`src/rtl/norm_shift_detect.sv`:
```
// Purpose : sequential normalizer; shifts a 16-bit operand toward MSB (dir=1) or LSB (else) until the end bit is 1, reporting word, count and zero flag.
// Latency : done strobes k+1 edges after the start edge for k shifts (ceil(k/2)+1 with NORM_FAST_EN); zero operand completes one edge after start.
// Backpr. : none; start is sampled only in IDLE, and a start while SHIFT/DONE is dropped (not queued). Optional macro: NORM_FAST_EN (two-bit steps).
module norm_shift_detect #(
    parameter int WIDTH = 16
) (
    input  logic             clk,
    input  logic             rst,
    input  logic             start,
    input  logic [WIDTH-1:0] src,
    input  logic [1:0]       dir,
    output logic             busy,
    output logic             done,
    output logic [WIDTH-1:0] out,
    output logic [3:0]       shamt,
    output logic             zr
);

    typedef enum logic [1:0] {
        S_IDLE  = 2'd0,
        S_SHIFT = 2'd1,
        S_DONE  = 2'd2
    } state_t;

    state_t           state_q, state_d;
    logic [WIDTH-1:0] w_q, w_d;
    logic [3:0]       cnt_q, cnt_d;
    logic             left_q, left_d;
    logic [WIDTH-1:0] out_q, out_d;
    logic [3:0]       shamt_q, shamt_d;
    logic             zr_q, zr_d;
    logic             target_bit;
`ifdef NORM_FAST_EN
    logic             pair_clr;
`endif

    // State and datapath registers; reset aborts any operation without a done strobe.
    always_ff @(posedge clk) begin
        if (rst) begin
            state_q <= S_IDLE;
            w_q     <= '0;
            cnt_q   <= 4'd0;
            left_q  <= 1'b0;
            out_q   <= '0;
            shamt_q <= 4'd0;
            zr_q    <= 1'b0;
        end else begin
            state_q <= state_d;
            w_q     <= w_d;
            cnt_q   <= cnt_d;
            left_q  <= left_d;
            out_q   <= out_d;
            shamt_q <= shamt_d;
            zr_q    <= zr_d;
        end
    end

    // Next-state logic: capture on start, shift toward the target end, publish results on completion.
    always_comb begin
        state_d    = state_q;
        w_d        = w_q;
        cnt_d      = cnt_q;
        left_d     = left_q;
        out_d      = out_q;
        shamt_d    = shamt_q;
        zr_d       = zr_q;
        target_bit = left_q ? w_q[WIDTH-1] : w_q[0];
`ifdef NORM_FAST_EN
        // Both bits at the target end clear means at least two more shifts are needed.
        pair_clr   = left_q ? (w_q[WIDTH-1:WIDTH-2] == 2'b00) : (w_q[1:0] == 2'b00);
`endif
        case (state_q)
            S_IDLE: begin
                if (start) begin
                    if (src == '0) begin
                        state_d = S_DONE;
                        out_d   = '0;
                        shamt_d = 4'd0;
                        zr_d    = 1'b1;
                    end else begin
                        state_d = S_SHIFT;
                        w_d     = src;
                        cnt_d   = 4'd0;
                        zr_d    = 1'b0;
                        // Only 2'd1 selects MSB; every other code normalizes toward LSB.
                        left_d  = (dir == 2'd1);
                    end
                end
            end
            S_SHIFT: begin
                if (target_bit) begin
                    state_d = S_DONE;
                    out_d   = w_q;
                    shamt_d = cnt_q;
                end else begin
`ifdef NORM_FAST_EN
                    if (pair_clr) begin
                        w_d   = left_q ? (w_q << 2) : (w_q >> 2);
                        cnt_d = cnt_q + 4'd2;
                    end else begin
                        w_d   = left_q ? (w_q << 1) : (w_q >> 1);
                        cnt_d = cnt_q + 4'd1;
                    end
`else
                    w_d   = left_q ? (w_q << 1) : (w_q >> 1);
                    cnt_d = cnt_q + 4'd1;
`endif
                end
            end
            S_DONE: begin
                state_d = S_IDLE;
            end
            default: begin
                state_d = S_IDLE;
            end
        endcase
    end

    assign busy  = (state_q == S_SHIFT);
    assign done  = (state_q == S_DONE);
    assign out   = out_q;
    assign shamt = shamt_q;
    assign zr    = zr_q;

endmodule

```
`config.mk`:
```
export PLATFORM = sky130hd
export DESIGN_NAME = norm_shift_detect
export DESIGN_NICKNAME = d
export VERILOG_FILES = /design/src/rtl/norm_shift_detect.sv
export SDC_FILE = /design/constraint.sdc
export NUM_CORES = 1
export LEC_CHECK = 0
export ABC_AREA = 1
export ABC_CLOCK_PERIOD_IN_PS = 1600
export BUFFER_PORTS_ARGS = -buffer_cell sky130_fd_sc_hd__buf_2
export CELL_PAD_IN_SITES_DETAIL_PLACEMENT = 1
export CELL_PAD_IN_SITES_GLOBAL_PLACEMENT = 2
export CORE_ASPECT_RATIO = 1.25
export CORE_UTILIZATION = 25
export DETAILED_ROUTE_END_ITERATION = 6
export PLACE_DENSITY = 0.67
export RECOVER_POWER = 50
export SLEW_MARGIN = 5
export SYNTH_ARGS = -nofsm -noshare
export SYNTH_HDL_FRONTEND = slang
export SYNTH_SLANG_ARGS = --single-unit
```
`constraint.sdc`:
```
create_clock -name clk -period 1.6 [get_ports clk]
set_clock_uncertainty 0.1 [all_clocks]
set_input_delay 0.16 -clock clk [delete_from_list [all_inputs] [get_ports clk]]
set_output_delay 0.16 -clock clk [all_outputs]
set_load 0.005 [all_outputs]
```
==> summary.md, run 1 <==
| Metric | Value |
|---|---|
| WL final | 6840 um |
| Die width | 87.6 um |
| Filler cell count | 1,136 |
| Power Dens Cells | around 1000 mW/mm^2 |
| Sequential power share | 0.427 |
| Internal power | approximately 2.0 mW |
| Final critical-path required period | 1490 ps |
| Simple-Gate Fraction of Synth Area | 0.377 |
| Max clock buf depth | 2 |
| Worst-path clk slew | about 90 ps |
| Yosys warns | 0 |
| Placer Congestion | 0.755 |
| Initial antenna violation count | 0 |
| Most frequent cells in the layout | 89 x nand2_1, 85 x nor2_1, 43 x dfxtp_1, 32 x inv_1, 28 x buf_2 |
| Synth Net Count | 371 |
| Startpoint types | register |
| Largest cells by area after synthesis | dfxtp_1 38%, nand2_1 15%, nor2_1 14% |
| Total power | 2.94 mW |
| First-pass GRT wire length | 11,300 um |
| FP Rows | 38 |
| DIE AREA | approximately 0.0096 mm^2 |
| Fin. max-slew vios | 0 |
| CTS sink count | 44 |
| Port buffer count | 43 |
| Clock network fraction of total power | 0.346 |
| WP data arrival | 1230 ps |
| Share of layout cells above drive strength 1 | 0.168 |
| Post-synth EDFFs | 0 |
| CP Max Fanout | 9 |
| Asr flop ratio synth | 0 |
| Worst Path Required | 1340 ps |
| WS Path Type | reg -> out |
| Final Hold Fails | 0 |
| Final setup vio count | 0 |
| Sequential area share after synthesis | 0.384 |
| Drt drc | 0 |
| Post-DP HPWL | 4890 um |
| Net Sw Power | 0.894 mW |
| Combinational share of power | 0.227 |
| Largest family of logic cells by synthesized area | simple AND/OR/NAND/NOR gates |
| Synth top area share | 0.384 |
| Synthesized instance count | 349 |
| Worst-Skew Late Latency | approximately 300 ps |
| Die Y | 109 um |
| CTS root buffer | clkbuf_8 |
| Tot GR Track Use | 0.157 |
| Setup_tns | 0 ps |
| Largest net degree at the start of global routing | 37 |
| Max Used Layer | met4 |
| Util after Layout | 0.319 |
| CP endpoint kind | output port |
| Pleak | 1.25 nW |
| Post-synth top flop | dfxtp_1 |
| RSZ-0062 raised after global routing | false |
| Post-Route M1 WL | 2940 um |
| Antenna viol nets, final | 0 |
| Status | finished, final reports clean |
| Drt initial violations | 66 |
| H-Tree Level Count | 2 |
| Vias in the first global route | 2,346 |
| R2r setup slk | roughly 140 ps |
| MaxCap Viol Count | 0 |
| Net Sw Frac | 0.304 |
| Synthesis-stage register bit count | between 40 and 50 |
| Area Growth Syn to Fin | 22.6% |
| Fmax | about 0.67 GHz |
| Worst-Margin Slew | 302 ps |
| Area of the core | roughly 0.0088 mm^2 |
| Synth Area in Adders | 0.00546 |
| Slew HR | 0.798 |
| Met2 Wirelength | 3680 um |
| DR pass1 iterations | 4 |
| Commonest non-fill, non-tap cell in the layout | nand2_1 |
| Leading area contributor after synthesis | dfxtp_1 |
| DR vias/cell | 4.46 |
| Nets@finish | 416 |
| Met3 Wirelength | 147 um |
| Post-synthesis mux area share | 0 |
| Worst vdd ir | 371 uV |
| ANT cells | 0 |
| Compound-gate portion of the synthesized area | 0.122 |
| Count of cell types in the netlist | 26 |
| XOR/XNOR Fraction of Synth Area | 0.00382 |
| # IOs | 44 |
| CTS tree | built |
| Vias post-DR | 2,292 |
| Routed WL per cell | 13.3 um |
| Post-Syn Area | ~0.0023 mm^2 |
| Post-route clock period utilization | 0.934 |
| Initial Utilization | 0.260 |
| Grt total ovfl | 0 |
| Hold Crit Class | in -> reg |
| Syn Area/Cell | 6.56 um^2 |
| CTS Buf Count | 5 |
## power groups by stage
stage / clock (mW) / sequential [mW] / combinational [mW]
after floorplan: 0 / 1.27 / 0.475
after global placement: 0 / 1.28 / 0.650
after detailed placement: 0 / 1.28 / 0.660
after CTS: 1.06 / 1.26 / 0.674
after global routing: 1.11 / 1.27 / 0.770
final: 1.02 / 1.26 / 0.668
## through the flow
step           cell area [um^2]  hold WS, ps  instances  setup slack [ps]
3_5_place_dp               2630          289        505              3.16
6_report                   2810         67.0        514               105
5_1_grt                    2810         73.1        514              21.0
4_1_cts                    2790         77.0        513              51.3
3_3_place_gp               2630          275        505              28.1
2_1_floorplan              2290          129        349               283
## cells by family after synthesis
family	count (synthesis)
AO/OA/AOI/OAI	46
XOR/XNOR	1
adder cells (fa/ha/maj)	1
buffers and inverters	53
flip-flops	44
AND/OR/NAND/NOR	204
## timing repair
| item | 4_1_cts | 5_1_grt |
|---|---|---|
| endpoints found under the hold margin | 2 | 0 |
| setup buffers | 0 | 1 |
| gates resized for setup | 2 | 4 |
| endpoints found under the setup margin | 1 | 20 |
| hold buffers | 1 | 0 |
## critical path, cell delays in order, from the launching register on
cell,delay (ps)
dfxtp_1,350
inv_1,80
nand2_4,80
clkinv_2,100
buf_4,190
buf_2,130
## area by class of cell
cell class	count	area, um^2	area share
Clock buffer	5	68.8	0.0245
Tap cell	120	150	0.0535
Timing Repair Buffer	55	318	0.113
Multi-Input combinational cell	252	1190	0.423
Inverter	36	140	0.0499
Sequential cell	44	882	0.314
Clock inverter	2	60.1	0.0214
## layer usage
| metal | track usage | vias to the layer above |
|---|---|---|
| li1 | - | 1173 |
| met1 | 0.170 | 1083 |
| met2 | 0.309 | 29 |
| met3 | 0.0250 | 7 |
| met4 | 0.0422 | 0 |
| met5 | 0 | - |
## flip-flops by register name (all words and copies together) (netlist names)
signal and count:
cnt_q 4, left_q 1, out 16, shamt 4
state_q 2, w_q 16, zr 1
## synthesized netlist by cell type, types with 3 or more instances
| cell | number |
|---|---|
| buf_6 | 4 |
| nand2_2 | 5 |
| a21oi_1 | 17 |
| clkbuf_1 | 5 |
| buf_4 | 3 |
| inv_1 | 33 |
| o21ai_0 | 10 |
| buf_2 | 4 |
| a22oi_1 | 16 |
| nor2_1 | 85 |
| nand2_1 | 89 |
| nand2_4 | 6 |
| nand3b_1 | 3 |
| dfxtp_1 | 44 |
| nor2_2 | 3 |
| nand3_1 | 12 |
## path summary, 6_finish.rpt
path / from / to / cells after the start
worst min-delay path: dir[0] / left_q$_SDFFE_PP0P_ / 3
worst max register to register: left_q$_SDFFE_PP0P_ / out[13]$_SDFFE_PP0P_ / 7
worst max-delay path: state_q[1]$_SDFFE_PP0P_ / busy / 5
worst min register to register: out[15]$_SDFFE_PP0P_ / out[15]$_SDFFE_PP0P_ / 2
No activity file was read; power rests on OpenSTA's default activity.
==> run 2, diff against run 1 <==
--- a/config.mk
+++ b/config.mk
@@ -11,6 +11,7 @@
 export CELL_PAD_IN_SITES_DETAIL_PLACEMENT = 1
 export CELL_PAD_IN_SITES_GLOBAL_PLACEMENT = 2
 export CORE_ASPECT_RATIO = 1.25
+export CORE_MARGIN = 2
 export CORE_UTILIZATION = 25
 export DETAILED_ROUTE_END_ITERATION = 6
 export PLACE_DENSITY = 0.67
==> run 2 against run 1 <==
Effect of this change:
- critical path depth increased by 1
- sequential share of layout area decreased by 0.33 points
- sequential power about the same
- largest power group unchanged
- highest routed layer unchanged
==> summary.md, run 2 (same netlist as run 1, synthesis figures left out) <==
| Metric | Value |
|---|---|
| FP Rows | 39 |
| Nets@finish | 417 |
| Worst-Skew Late Latency | 290 ps |
| MaxCap Viol Count | 0 |
| Drt initial violations | 81 |
| CTS sink count | 44 |
| Fmax | 0.659 GHz |
| WL final | 6830 um |
| Status | finished, final reports clean |
| Filler cell count | 1,163 |
| Routed WL per cell | 13.2 um |
| Worst vdd ir | between 300 and 400 uV |
| Antenna viol nets, final | 0 |
| Largest net degree at the start of global routing | 37 |
| Setup_tns | 0 ps |
| Hold Crit Class | in -> reg |
| H-Tree Level Count | 2 |
| Final worst setup slack | 81.8 ps |
| Worst reg2reg path endpoint | w_q[5]$_SDFFE_PP0P_ |
| Power Dens Cells | 1090 mW/mm^2 |
| Area Growth Syn to Fin | 23.9% |
| Reg2Reg Depth | 6 |
| Area of the core | about 0.0090 mm^2 |
| Worst-Margin Slew | roughly 540 ps |
| ANT cells | 0 |
| Worst-path clk slew | approximately 60 ps |
| Critical Path Start | left_q$_SDFFE_PP0P_ |
| Final setup vio count | 0 |
| Vias in the first global route | 2,242 |
| Final Hold Fails | 0 |
| Final Non-Filler Cells | 519 |
| CTS root buffer | clkbuf_16 |
| CP endpoint kind | register |
| DR vias/cell | roughly 4.4 |
| Final critical-path required period | about 1500 ps |
| Hold path depth | 3 |
| Pre-CTS WS | 51.9 ps |
| Total power | 3.10 mW |
| Max clock buf depth | 2 |
| RR Startpoint | left_q$_SDFFE_PP0P_ |
| End point of the critical path | w_q[5]$_SDFFE_PP0P_ |
| Tot GR Track Use | 0.147 |
| Startpoint types | register |
| Share of layout cells above drive strength 1 | 0.182 |
| Fin. max-slew vios | 0 |
| Most frequent cells in the layout | 89 x nand2_1, 85 x nor2_1, 43 x dfxtp_1, 34 x buf_2, 33 x inv_1 |
| Initial antenna violation count | 0 |
| Grt total ovfl | 0 |
| Post-route clock period utilization | 0.949 |
| Placed cell count | 510 |
| First-pass GRT wire length | between 10,000 and 15,000 um |
| Drt drc | 0 |
| Worst Path Required | 1680 ps |
| Slew HR | 0.639 |
| DR pass1 iterations | 4 |
| Commonest non-fill, non-tap cell in the layout | nand2_1 |
| RSZ-0062 raised after global routing | true |
| Pleak | 1.28 nW |
| # IOs | 44 |
| Placer Congestion | about 0.72 |
| Initial Utilization | 0.254 |
| Post-DP HPWL | a little under 5000 um |
| Vias post-DR | between 2,000 and 2,500 |
| Hold_ws | 98.8 ps |
| Post-CTS setup buffers | 0 |
| CP Max Fanout | 15 |
| Die Y | 111 um |
| WS Path Type | reg -> reg |
| CTS tree | built |
| CTS Buf Count | 5 |
| R2r setup slk | 80 ps |
| WP data arrival | 1600 ps |
| DIE AREA | 0.00995 mm^2 |
| Die width | 89.6 um |
| Port buffer count | between 40 and 50 |
[run 2: cell count changes in the layout (fill, tap and decap cells not counted), sizes merged]
| cell | before | now |
|---|---|---|
| buf | 40 | 46 |
| inv | 33 | 34 |
| clkinvlp | 1 | 0 |
| clkbuf | 19 | 15 |
| bufinv | 2 | 1 |
| clkinv | 2 | 3 |
[run 2: worst min-delay path by stage]
stage	slack (ps)	endpoint	from
final	100	left_q$_SDFFE_PP0P_	dir[1]
after global routing	130	left_q$_SDFFE_PP0P_	dir[1]
after CTS	110	left_q$_SDFFE_PP0P_	dir[1]
after detailed placement	270	cnt_q[2]$_SDFFE_PP0P_	rst
after global placement	270	cnt_q[2]$_SDFFE_PP0P_	rst
after floorplan	130	cnt_q[2]$_SDFFE_PP0P_	rst
[run 2: layout make-up]
cell class	count	area, um^2	share of cell area
clock buffers	6	129	0.0454
clock inverters	2	35.0	0.0123
inverters	36	136	0.0481
multi-input cells	252	1200	0.422
flip-flops and latches	44	882	0.311
well taps	123	154	0.0542
repair buffers	56	304	0.107
[run 2: where the power goes]
group | switching (mW) | total [mW] | internal, mW
clock network | 0.439 | 1.17 | 0.735
registers | 0.0648 | 1.26 | 1.20
logic | 0.430 | 0.670 | 0.240
[run 2: metrics by stage]
stage               utilization  area (um^2)
floorplan                     -         2290
global placement          0.292         2640
detailed placement        0.292         2640
CTS                       0.312         2810
global route              0.314         2840
finish                    0.314         2840
[run 2: worst max-delay path: stages, from the launching register on]
cell and delay, ps:
dfxtp_2 360, inv_1 410, a21oi_1 170, a22oi_1 190, nand2_1 80, nand2_1 60, nor2_1 30
[run 2: what timing repair did]
action	in CTS	in global routing
endpoints found under the hold margin	2	0
hold buffers	1	0
endpoints found under the setup margin	0	35
gates resized for setup	0	7
[run 2: routing by layer]
layer | global-route usage | up-vias | routed length [um]
met5 | 0 | - | 0
met4 | 0.0448 | 0 | 103
met3 | 0.0283 | 6 | 245
met2 | 0.243 | 42 | 3460
met1 | 0.189 | 1054 | 3030
li1 | - | 1174 | -
